===== src/rtl/imm_pkg.sv =====
// imm_pkg: immediate format codes and RV opcodes shared by imm_gen_pipe and its extender.
package imm_pkg;
   typedef enum logic [2:0] {
      IMM_I = 3'b000,
      IMM_S = 3'b001,
      IMM_B = 3'b010,
      IMM_U = 3'b011,
      IMM_J = 3'b100,
      IMM_Z = 3'b101
   } imm_fmt_e;
   localparam logic [2:0] IMM_ILL   = 3'b110;
   localparam logic [6:0] OP_IMM    = 7'b0010011;
   localparam logic [6:0] OP_LOAD   = 7'b0000011;
   localparam logic [6:0] OP_JALR   = 7'b1100111;
   localparam logic [6:0] OP_STORE  = 7'b0100011;
   localparam logic [6:0] OP_BRANCH = 7'b1100011;
   localparam logic [6:0] OP_LUI    = 7'b0110111;
   localparam logic [6:0] OP_AUIPC  = 7'b0010111;
   localparam logic [6:0] OP_JAL    = 7'b1101111;
   localparam logic [6:0] OP_SYSTEM = 7'b1110011;
endpackage


===== src/rtl/imm_gen_pipe_ext.sv =====
// imm_gen_pipe_ext: combinational instr/format to XLEN immediate plus illegal flag.
// IMM_AUTODECODE_EN derives the format from the opcode and ignores fmt.
module imm_gen_pipe_ext
   import imm_pkg::*;
#(
   parameter int XLEN = 32
) (
   input  logic [31:0]     instr,
   input  logic [2:0]      fmt,
   output logic [XLEN-1:0] imm,
   output logic            illegal
);
   logic [2:0] f;
   logic [6:0] op;
   assign op = instr[6:0];
`ifdef IMM_AUTODECODE_EN
   logic unused_fmt;
   assign unused_fmt = ^fmt;
   assign f = (op == OP_IMM || op == OP_LOAD || op == OP_JALR) ? IMM_I :
              op == OP_STORE                    ? IMM_S :
              op == OP_BRANCH                   ? IMM_B :
              (op == OP_LUI || op == OP_AUIPC)  ? IMM_U :
              op == OP_JAL                      ? IMM_J :
              op == OP_SYSTEM                   ? (instr[14] ? IMM_Z : IMM_I) :
                                                  IMM_ILL;
`else
   logic unused_op;
   assign unused_op = ^op;
   assign f = fmt;
`endif
   assign illegal = f[2] & f[1];
   // Sized signed casts sign-extend to XLEN, so one expression covers both widths
   always_comb
      imm = f == IMM_I ? XLEN'($signed(instr[31:20])) :
            f == IMM_S ? XLEN'($signed({instr[31:25], instr[11:7]})) :
            f == IMM_B ? XLEN'($signed({instr[31], instr[7], instr[30:25], instr[11:8], 1'b0})) :
            f == IMM_U ? XLEN'($signed({instr[31:12], 12'b0})) :
            f == IMM_J ? XLEN'($signed({instr[31], instr[19:12], instr[20], instr[30:21], 1'b0})) :
            f == IMM_Z ? XLEN'(instr[19:15]) :
                         '0;
endmodule


===== src/rtl/imm_gen_pipe.sv =====
// imm_gen_pipe: immediate generator behind a 2-entry valid/ready skid FIFO with tag and illegal flag.
// Build option IMM_AUTODECODE_EN is handled inside imm_gen_pipe_ext.
module imm_gen_pipe
   import imm_pkg::*;
#(
   parameter int XLEN  = 32,
   parameter int TAG_W = 4
) (
   input  logic             clk,
   input  logic             rst_n,
   input  logic             in_valid,
   output logic             in_ready,
   input  logic [31:0]      in_instr,
   input  logic [2:0]       in_fmt,
   input  logic [TAG_W-1:0] in_tag,
   output logic             out_valid,
   input  logic             out_ready,
   output logic [XLEN-1:0]  out_imm,
   output logic [TAG_W-1:0] out_tag,
   output logic             out_illegal
);
   logic [1:0]       count;
   logic             push, pop, load_h, shift, load_t;
   logic [XLEN-1:0]  n_imm, t_imm;
   logic             n_ill, t_ill;
   logic [TAG_W-1:0] t_tag;
   imm_gen_pipe_ext #(.XLEN(XLEN)) ext (
      .instr(in_instr),
      .fmt(in_fmt),
      .imm(n_imm),
      .illegal(n_ill)
   );
   assign in_ready  = rst_n & (count != 2'd2);
   assign out_valid = count != 2'd0;
   assign push      = in_valid & in_ready;
   assign pop       = out_valid & out_ready;
   // Head takes the new entry when empty or when its sole occupant leaves this cycle
   assign load_h    = push & (count == 2'd0 | pop);
   assign shift     = pop & (count == 2'd2);
   assign load_t    = push & (count == 2'd1) & !pop;
   always_ff @(posedge clk or negedge rst_n) begin
      if (!rst_n) begin
         count       <= '0;
         out_imm     <= '0;
         out_tag     <= '0;
         out_illegal <= 1'b0;
         t_imm       <= '0;
         t_tag       <= '0;
         t_ill       <= 1'b0;
      end else begin
         count <= count + {1'b0, push} - {1'b0, pop};
         if (load_h) begin
            out_imm     <= n_imm;
            out_tag     <= in_tag;
            out_illegal <= n_ill;
         end else if (shift) begin
            out_imm     <= t_imm;
            out_tag     <= t_tag;
            out_illegal <= t_ill;
         end
         if (load_t) begin
            t_imm <= n_imm;
            t_tag <= in_tag;
            t_ill <= n_ill;
         end
      end
   end
endmodule


===== config.mk =====
export PLATFORM = sky130hd
export DESIGN_NAME = imm_gen_pipe
export DESIGN_NICKNAME = d
export VERILOG_FILES = /design/src/rtl/imm_pkg.sv /design/src/rtl/imm_gen_pipe_ext.sv /design/src/rtl/imm_gen_pipe.sv
export SDC_FILE = /design/constraint.sdc
export NUM_CORES = 1
export LEC_CHECK = 0
export ABC_AREA = 1
export BUFFER_PORTS_ARGS = -buffer_cell sky130_fd_sc_hd__buf_2
export CORE_AREA = 2 2 95 97
export DETAILED_ROUTE_END_ITERATION = 8
export DIE_AREA = 0 0 97 99
export PLACE_DENSITY_LB_ADDON = 0.3
export SYNTH_ARGS = -nofsm -noshare
export SYNTH_HDL_FRONTEND = slang
export SYNTH_SLANG_ARGS = --single-unit
export TNS_END_PERCENT = 100

===== constraint.sdc =====
create_clock -name clk -period 2.05 [get_ports clk]
set_clock_uncertainty 0.2 [all_clocks]
set_input_delay 0.1025 -clock clk [delete_from_list [all_inputs] [get_ports clk]]
set_output_delay 0.1025 -clock clk [all_outputs]
set_load 0.005 [all_outputs]

==> results.toml, run 1 <==
[cells_and_area]
diodes = 0
syn_to_final_growth_pct = 24.3
seq_area_um2 = 1900
final_cell_mix = "221 x nand2_1, 76 x dfrtp_1, 73 x buf_2"
fill_cells = 829
nets = 653
multi_input_area_um2 = 1620
layout_commonest_cell = "nand2_1"
drive_above_1_share = 0.189

[critical_path]
worstSetupStartpointType = "flop"
r2r-start = "count[1]$_DFF_PN0_"
path_max_fanout = 5
criticalPathCategory = "flop to flop"
end_kind = "flop"
critical-path-max-stage-delay_ns = 0.43
critical_path.cell_chain = "nor2_2, nor2_2, ha_1, inv_1, ha_1, xnor2_1, xor2_1"
worstRegToRegCells = 7
rrSetupSlack_ns = 0.25
r2r_end = "count[1]$_DFF_PN0_"
crit_buf_inv = 1
worstPathArrival_ns = 1.86
critPathRequiredTime_ns = 2.11
cpLargestDelayFamily = "adder cells"
crit_start = "count[1]$_DFF_PN0_"
crit_slowest_cell = "dfrtp_1"

[global_routing]
grt_pass1_vias = 3468
grt_util_all_layers = 0.210
grt_max_degree = 76
grt_pass1_wl_mm = 16.4
grt_antenna_before_repair = 0
grt-ovfl-total = 0

[route]
wire_per_inst_um = 13.3
drtIter0Drc = 227
dr_total_vias = 3513
dr.pass1.iters = 4
ant_nets = 0
drc = 0
drt_wl_total_mm = 9.59
via_per_inst = 4.87

[power_and_ir_drop]
power_leakage_nw = 2.49
powerDensity_nw_per_um2 = 1210
total_power_mw = 5.74
ir_drop_v = 0.000602

[synth]
synth.distinct_cells = 23
yosysSeqAreaShare = 0.500
synth_nets = 549
synth_cells = 504
synthesis.area_um2 = 3800
synth_area_per_cell_um2 = 7.55
yosys_warnings = 0
yosys_register_bits = 76

[clock_network]
clkLatencyLatePin_ns = 0.34
root_buffer = "clkbuf_8"
post_cts_resized = 0
cts_tree = "done"
cts_max_path_buffers = 2
cts_buffers = 9
h-tree-depth = 3
clk_pin_slew_ns = 0.08
cts_sinks = 76

[die]
dieArea_um2 = 9600
start_util = 0.445
ios = 82
core_um2 = 8550
rows = 34
die_x_um = 97
die_h_um = 99

[min_path]
min_path_type = "primary input to flop"
worstHoldEndpoint = "t_imm[11]$_DFFE_PN0P_"
min_path_cells = 7
min_from = "in_instr[7]"

[timing]
final.setup.tns_ns = 0
relSlewSlack = 0.373
max_slew.worst_pin.slew_ns = 0.941
drv_slew = 0
hold_viol = 0
max_clock_freq_mhz = 556
fin_crit_sh = 0.878
period_needed_ns = 1.80
rsz0062_at_grt = "false"
setup_viol = 0

[placement]
hpwl_mm = 6.31
io_buffers = 74
globalplace.congestion = 0.810

[outcome]
outcome = "completed"

[run]
maxCapViolations = 0
## tightest hold or removal path, cell delays in order
cell and delay [ns]:
buf_2 0.10, nand2_1 0.05, nor2_1 0.08, nor2_1 0.05, nand2_1 0.08, nand2_1 0.05
nand2_1 0.05
## metrics by stage
stage	setup slack, ns	std cells	hold slack (ns)	util	cell area, um2
after global placement	0.289	673	-0.298	0.493	4220
after CTS	0.225	721	0.0313	0.553	4730
after detailed placement	0.253	673	-0.297	0.493	4220
after global routing	0.101	721	0.0585	0.553	4730
final	0.251	721	0.0552	0.553	4730
after floorplan	0.351	504	-0.393	-	3800
## worst max path at each step
stage / endpoint / slack (ns) / cells past startpoint
after floorplan: count[1]$_DFF_PN0_ / 0.35 / 7
after global placement: count[1]$_DFF_PN0_ / 0.29 / 7
after detailed placement: count[1]$_DFF_PN0_ / 0.25 / 7
after CTS: count[1]$_DFF_PN0_ / 0.22 / 7
after global routing: count[1]$_DFF_PN0_ / 0.10 / 8
final: count[1]$_DFF_PN0_ / 0.25 / 7
## flip-flops by register name (all words and copies together) (netlist names)
name / count
count: 2
out_tag: 4
out_illegal: 1
t_imm: 32
t_ill: 1
out_imm: 32
t_tag: 4
## where the power goes
group | switching (mW) | internal (mW) | total [mW]
Sequential | 0.338 | 2.20 | 2.54
Clock | 0.567 | 0.568 | 1.13
Combinational | 1.19 | 0.877 | 2.07
## synthesized netlist by cell type
| master | instances | area [um2] |
|---|---|---|
| a21oi_2 | 3 | 26.3 |
| ha_1 | 2 | 25.0 |
| nand2_2 | 1 | 6.26 |
| buf_2 | 6 | 30.0 |
| a21boi_0 | 1 | 7.51 |
| nor2_2 | 5 | 31.3 |
| nand3_2 | 3 | 30.0 |
| a21oi_1 | 5 | 25.0 |
| nor2_1 | 54 | 203 |
| o21ai_1 | 2 | 10.0 |
| xnor2_1 | 1 | 8.76 |
| inv_2 | 4 | 15.0 |
| inv_1 | 27 | 101 |
| o21ai_0 | 37 | 185 |
| dfrtp_1 | 76 | 1900 |
| nand2_1 | 221 | 830 |
| nand4_1 | 5 | 31.3 |
| nand3_1 | 31 | 155 |
| xor2_1 | 1 | 8.76 |
| buf_4 | 7 | 52.6 |
| nor2_4 | 3 | 33.8 |
| buf_6 | 7 | 78.8 |
| clkbuf_1 | 2 | 7.51 |
## logic make-up after synthesis
| kind of cell | after synthesis | synth area share |
|---|---|---|
| buffers and inverters | 53 | 0.0750 |
| adders and majority gates | 2 | 0.00658 |
| DFF | 76 | 0.500 |
| and+or+nand+nor | 323 | 0.347 |
| xor gates and xnor gates | 2 | 0.00461 |
| AOI/OAI and AO/OA | 48 | 0.0668 |
## area by class of cell
class	instances	area share
repair buffers	115	0.161
well taps	108	0.0286
inverters	31	0.0246
multi-input cells	375	0.343
clock inverters	5	0.0130
flip-flops and latches	76	0.402
clock buffers	11	0.0278
## per-layer routing
layer  vias up  track usage  wire (um)
met3        14       0.0369        423
li1       1776            -          -
met5         -            0          0
met4         0       0.0748        165
met2       103        0.349       4690
met1      1620        0.280       4310
## what timing repair did
item	4_1_cts	5_1_grt
hold buffers	32	0
hold endpoints to repair	146	0
setup endpoints to repair	0	0
setup buffers	0	0
Power figures use the tool's default switching activity.
==> run 2: changes to the inputs <==
--- a/config.mk
+++ b/config.mk
@@ -10,6 +10,7 @@
 export CORE_AREA = 2 2 95 97
 export DETAILED_ROUTE_END_ITERATION = 8
 export DIE_AREA = 0 0 97 99
+export GPL_ROUTABILITY_DRIVEN = 0
 export PLACE_DENSITY_LB_ADDON = 0.3
 export SYNTH_ARGS = -nofsm -noshare
 export SYNTH_HDL_FRONTEND = slang
==> constraint.sdc (replaced) <==
create_clock -name clk -period 2.05 [get_ports clk]
set_clock_uncertainty 0.2 [all_clocks]
set_input_delay 0.1025 -clock clk [delete_from_list [all_inputs] [get_ports clk]]
set_output_delay 0.1025 -clock clk [all_outputs]
set_load 0.1 [all_outputs]
==> results.toml, run 2 (same netlist as run 1, synthesis figures left out) <==
[cells_and_area]
seq_area_um2 = 1900
layout_commonest_cell = "nand2_1"
reg.largest.list = "out_imm (32), t_imm (32)"
multi_input_area_um2 = 1630
diodes = 0
final_cell_mix = "221 x nand2_1, 76 x dfrtp_1, 72 x buf_2"
nets = 654
fill_cells = 816
syn_to_final_growth_pct = 25.6
finish.instance_area_um2 = 4780
drive_above_1_share = 0.195

[clock_network]
cts_sinks = 76
h-tree-depth = 3
cts_max_path_buffers = 2
cts_tree = "done"
clk_pin_slew_ns = 0.07
clkLatencyLatePin_ns = 0.35
root_buffer = "clkbuf_8"
cts_buffers = 9

[route]
drtIter0Drc = 193
drt_wl_total_mm = 9.66
dr_total_vias = 3537
ant_nets = 0
drc = 0
dr.pass1.iters = 4
via_per_inst = 4.90
wire_per_inst_um = 13.4

[power_and_ir_drop]
ir_drop_v = 0.00118
internal-power_mw = 3.80
powerDensity_nw_per_um2 = 1800
switching_share = 0.559
pwr-share-comb = 0.560
p_seq_frac = 0.296
switchingPower_mw = 4.81
total_power_mw = 8.62
power_leakage_nw = 2.52
clkPwrFrac = 0.144

[critical_path]
worstRegToRegCells = 7
critPathRequiredTime_ns = 2.12
criticalPathCategory = "flop to flop"
critical-path-max-stage-delay_ns = 0.46
path_max_fanout = 5
end_kind = "flop"
r2r_end = "count[1]$_DFF_PN0_"
crit_buf_inv = 1
critical_path.cell_chain = "nor2_2, nor2_2, ha_1, inv_1, ha_1, xnor2_1, xor2_1"
rrSetupSlack_ns = 0.23
crit_slowest_cell = "dfrtp_1"
worstPathArrival_ns = 1.89
worstSetupStartpointType = "flop"
r2r-start = "count[1]$_DFF_PN0_"
cpLargestDelayFamily = "flip-flops"

[timing]
period_needed_ns = 1.82
hold_viol = 0
fin_crit_sh = 0.888
max_clock_freq_mhz = 549
setup_slack_ns = 0.229
relSlewSlack = 0.652
final.setup.tns_ns = 0
max_slew.worst_pin.slew_ns = 0.521
drv_slew = 0
rsz0062_at_grt = "false"
setup_viol = 0

[min_path]
min_from = "in_instr[7]"
worstHoldEndpoint = "t_imm[0]$_DFFE_PN0P_"
min_path_cells = 7
min_path_type = "primary input to flop"

[die]
core_um2 = 8550
die_h_um = 99
rows = 34
die_x_um = 97
dieArea_um2 = 9600
ios = 82
start_util = 0.445

[placement]
place_ws_ns = 0.223
hpwl_mm = 6.50
placed_area_um2 = 4250
io_buffers = 74

[global_routing]
grt_antenna_before_repair = 0
grt_util_all_layers = 0.215
grt_max_degree = 43
grt_pass1_vias = 3533
grt_pass1_wl_mm = 16.6
grt-ovfl-total = 0

[outcome]
outcome = "completed"

[run]
maxCapViolations = 0
## run 2: final cells by class
type / instances / share of cell area
Multi-Input combinational cell: 375 / 0.341
Clock inverter: 6 / 0.0186
Timing Repair Buffer: 116 / 0.163
Inverter: 31 / 0.0244
Sequential cell: 76 / 0.398
Tap cell: 108 / 0.0283
Clock buffer: 10 / 0.0267
## run 2: what timing repair did
item	CTS	global route
endpoints found under the hold margin	148	0
hold buffers	31	0
buffers inserted	0	0
gates resized for setup	0	0
## run 2: per-stage QoR
stage / instances / hold WS [ns] / utilization
global placement: 675 / 0.0145 / 0.497
detailed placement: 675 / 0.0174 / 0.497
CTS: 722 / 0.0426 / 0.559
floorplan: 504 / -0.393 / -
global route: 722 / 0.0733 / 0.559
finish: 722 / 0.0615 / 0.559
## run 2: worst reg2reg max path, stage by stage, from the launching register on
cell and delay [ns]:
dfrtp_1 0.46, nor2_2 0.22, nor2_2 0.07, ha_1 0.27, inv_1 0.04, ha_1 0.17, xnor2_1 0.16, xor2_1 0.16
## run 2: worst max-delay path by stage
stage                     slack (ns)  cells past startpoint          startpoint                       to
final                           0.23                      7  count[1]$_DFF_PN0_       count[1]$_DFF_PN0_
after global routing            0.09                      9           in_fmt[2]  out_imm[24]$_DFFE_PN0P_
after CTS                       0.21                      7  count[1]$_DFF_PN0_       count[1]$_DFF_PN0_
after detailed placement        0.22                      7  count[1]$_DFF_PN0_       count[1]$_DFF_PN0_
after global placement          0.28                      7  count[1]$_DFF_PN0_       count[1]$_DFF_PN0_
after floorplan                 0.04                      7  count[1]$_DFF_PN0_  out_imm[15]$_DFFE_PN0P_
## run 2: power by group through the flow
stage | clock network, mW | registers [mW] | logic, mW
3_3_place_gp | 0 | 2.55 | 4.73
6_report | 1.24 | 2.55 | 4.82
5_1_grt | 1.33 | 2.64 | 5.16
3_5_place_dp | 0 | 2.58 | 4.79
4_1_cts | 1.26 | 2.56 | 4.86
2_1_floorplan | 0 | 5.09 | 1.43
## run 2: per-layer routing
layer | wire length, um | track usage
met5 | 0 | 0
met4 | 204 | 0.0910
met3 | 333 | 0.0362
met2 | 4710 | 0.362
met1 | 4410 | 0.275
==> run 3: changes to the inputs <==
--- a/config.mk
+++ b/config.mk
@@ -5,13 +5,13 @@
 export SDC_FILE = /design/constraint.sdc
 export NUM_CORES = 1
 export LEC_CHECK = 0
-export ABC_AREA = 1
 export BUFFER_PORTS_ARGS = -buffer_cell sky130_fd_sc_hd__buf_2
-export CORE_AREA = 2 2 95 97
+export CORE_AREA = 2 2 94 96
 export DETAILED_ROUTE_END_ITERATION = 8
-export DIE_AREA = 0 0 97 99
+export DIE_AREA = 0 0 96 98
 export GPL_ROUTABILITY_DRIVEN = 0
 export PLACE_DENSITY_LB_ADDON = 0.3
+export SLEW_MARGIN = 20
 export SYNTH_ARGS = -nofsm -noshare
 export SYNTH_HDL_FRONTEND = slang
 export SYNTH_SLANG_ARGS = --single-unit
==> results.toml, run 3 <==
[synth]
yosys_warnings = 0
synth.most_common_cell = "dfrtp_1"
synth_ff_type = "dfrtp_1"
yosys-top-cells-count = "76 x dfrtp_1, 54 x nand2_1, 50 x a21oi_1"
yosys_register_bits = 76
synth_top_area_frac = 0.522
synth.distinct_cells = 36
synth_cells = 383
synth_area_per_cell_um2 = 9.52
synth_area_leaders = "dfrtp_1 52%, a21oi_1 6.9%, o21ai_0 6.5%"
synth_edf_count = 0
synth_top_cell_by_area = "dfrtp_1"
yosysSeqAreaShare = 0.522
synth_nets = 428
async_reset_ff_frac = 1.00
synthesis.area_um2 = 3650

[timing]
relSlewSlack = 0.385
max_slew.worst_pin.slew_ns = 0.922
hold_viol = 0
period_needed_ns = 1.94
max_clock_freq_mhz = 516
fin_crit_sh = 0.945
setup_viol = 0
rsz0062_at_grt = "false"
drv_slew = 0
final.setup.tns_ns = 0

[route]
drtIter0Drc = 184
dr.pass1.iters = 6
ant_nets = 0
drc = 0
dr_total_vias = 3196
wire_per_inst_um = 16.3
via_per_inst = 5.52
drt_wl_total_mm = 9.44

[critical_path]
critPathRequiredTime_ns = 2.12
end_kind = "flop"
worstSetupStartpointType = "flop"
worstRegToRegCells = 7
criticalPathCategory = "flop to flop"
r2r_end = "count[1]$_DFF_PN0_"
r2r-start = "count[1]$_DFF_PN0_"
path_max_fanout = 5
rrSetupSlack_ns = 0.11
worstPathArrival_ns = 2.00

[die]
start_util = 0.431
core_um2 = 8470
dieArea_um2 = 9410
rows = 34
die_h_um = 98
die_x_um = 96
ios = 82

[global_routing]
grt_util_all_layers = 0.204
grt_pass1_vias = 3031
grt-ovfl-total = 0
grt_max_degree = 75
grt_pass1_wl_mm = 14.9
grt_antenna_before_repair = 0

[cells_and_area]
drive_above_1_share = 0.253
seq_area_um2 = 1900
final_cell_mix = "75 x dfrtp_1, 72 x buf_2, 54 x nand2_1"
fill_cells = 789
diodes = 0
reg.largest.list = "out_imm (32), t_imm (32)"
multi_input_area_um2 = 1580
syn_to_final_growth_pct = 26.8
nets = 511
layout_commonest_cell = "dfrtp_1"

[min_path]
min_path_cells = 4
min_from = "in_instr[9]"
min_path_type = "primary input to flop"
worstHoldEndpoint = "out_imm[2]$_DFFE_PN0P_"

[placement]
hpwl_mm = 5.98
io_buffers = 74

[clock_network]
root_buffer = "clkbuf_8"
cts_tree = "done"
cts_buffers = 9
cts_setup_buffers = 0
cts_sinks = 76
cts_max_path_buffers = 2
clkLatencyLatePin_ns = 0.34
h-tree-depth = 3
clk_pin_slew_ns = 0.08

[power_and_ir_drop]
internal-power_mw = 3.98
pwr-share-comb = 0.536
powerDensity_nw_per_um2 = 1830
total_power_mw = 8.46
ir_drop_v = 0.000744
switching_share = 0.529
power_leakage_nw = 2.13
switchingPower_mw = 4.48
clkPwrFrac = 0.166
p_seq_frac = 0.298

[run]
maxCapViolations = 0

[outcome]
outcome = "completed"
## run 3: cell types whose count changed in the layout (fill, tap and decap cells not counted), sizes merged, moves of 6 or more
cell / delta
a21oi: +42
a211oi: +18
a22oi: +15
inv: -26
o22a: +8
nor2: -51
mux2: +7
and2: +18
nand3: -32
nor2b: +6
o21ai: +8
nand2: -167
dlygate4sd3: -12
## run 3: power groups by stage
stage / clock network [mW] / registers [mW] / logic (mW)
floorplan: 0 / 4.90 / 1.29
CTS: 1.44 / 2.51 / 4.53
detailed placement: 0 / 2.54 / 4.49
finish: 1.40 / 2.52 / 4.54
global route: 1.49 / 2.60 / 4.80
global placement: 0 / 2.51 / 4.44
## run 3: metrics by stage
step           cells  utilization  worst slack (ns)  cell area, um2  hold slack (ns)
2_1_floorplan    383            -            0.0185            3650           -0.393
6_report         579        0.546             0.113            4620           0.0365
3_5_place_dp     543        0.490            0.0431            4150           -0.291
4_1_cts          578        0.542            0.0144            4590           0.0205
5_1_grt          579        0.546           0.00265            4620           0.0372
3_3_place_gp     543        0.490            0.0754            4150           -0.292
## run 3: kinds of logic after synthesis
| family | share of synthesized area |
|---|---|
| xor+xnor | 0.00481 |
| fa+ha+maj | 0.00686 |
| buf+inv | 0.0494 |
| mux | 0.0312 |
| compound gates | 0.249 |
| flops | 0.522 |
| simple gates | 0.137 |
## run 3: metal layers
metal	up-vias	track usage	routed length (um)
met3	13	0.0610	668
met4	0	0.0681	140
met5	-	0	0
met2	119	0.317	4420
met1	1535	0.271	4210
li1	1529	-	-
## run 3: layout make-up
class,instances,area share
sequential,76,0.412
multi-input combinational,267,0.341
timing repair buffer,107,0.160
clock buffer,10,0.0298
tap,108,0.0292
clock inverter,6,0.0241
inverter,5,0.00406
## run 3: worst max-delay path: stages (launching register included)
cell     delay (ns)
dfrtp_2        0.44
or2_4          0.28
and2_1         0.16
ha_1           0.26
inv_1          0.04
ha_1           0.18
xnor2_1        0.16
xnor2_1        0.14
## run 3: worst max-delay path by stage
stage	endpoint	from	slack, ns
3_3_place_gp	t_tag[0]$_DFFE_PN0P_	count[1]$_DFF_PN0_	0.08
4_1_cts	t_imm[6]$_DFFE_PN0P_	count[1]$_DFF_PN0_	0.01
3_5_place_dp	t_imm[6]$_DFFE_PN0P_	count[1]$_DFF_PN0_	0.04
5_1_grt	count[1]$_DFF_PN0_	count[1]$_DFF_PN0_	0.003
2_1_floorplan	count[1]$_DFF_PN0_	count[1]$_DFF_PN0_	0.02
6_report	count[1]$_DFF_PN0_	count[1]$_DFF_PN0_	0.11
## run 3: repair_timing
| item | in CTS | in global routing |
|---|---|---|
| gates resized for setup | 0 | 5 |
| hold endpoints to repair | 125 | 0 |
| endpoints found under the setup margin | 0 | 23 |
| hold buffers | 19 | 0 |
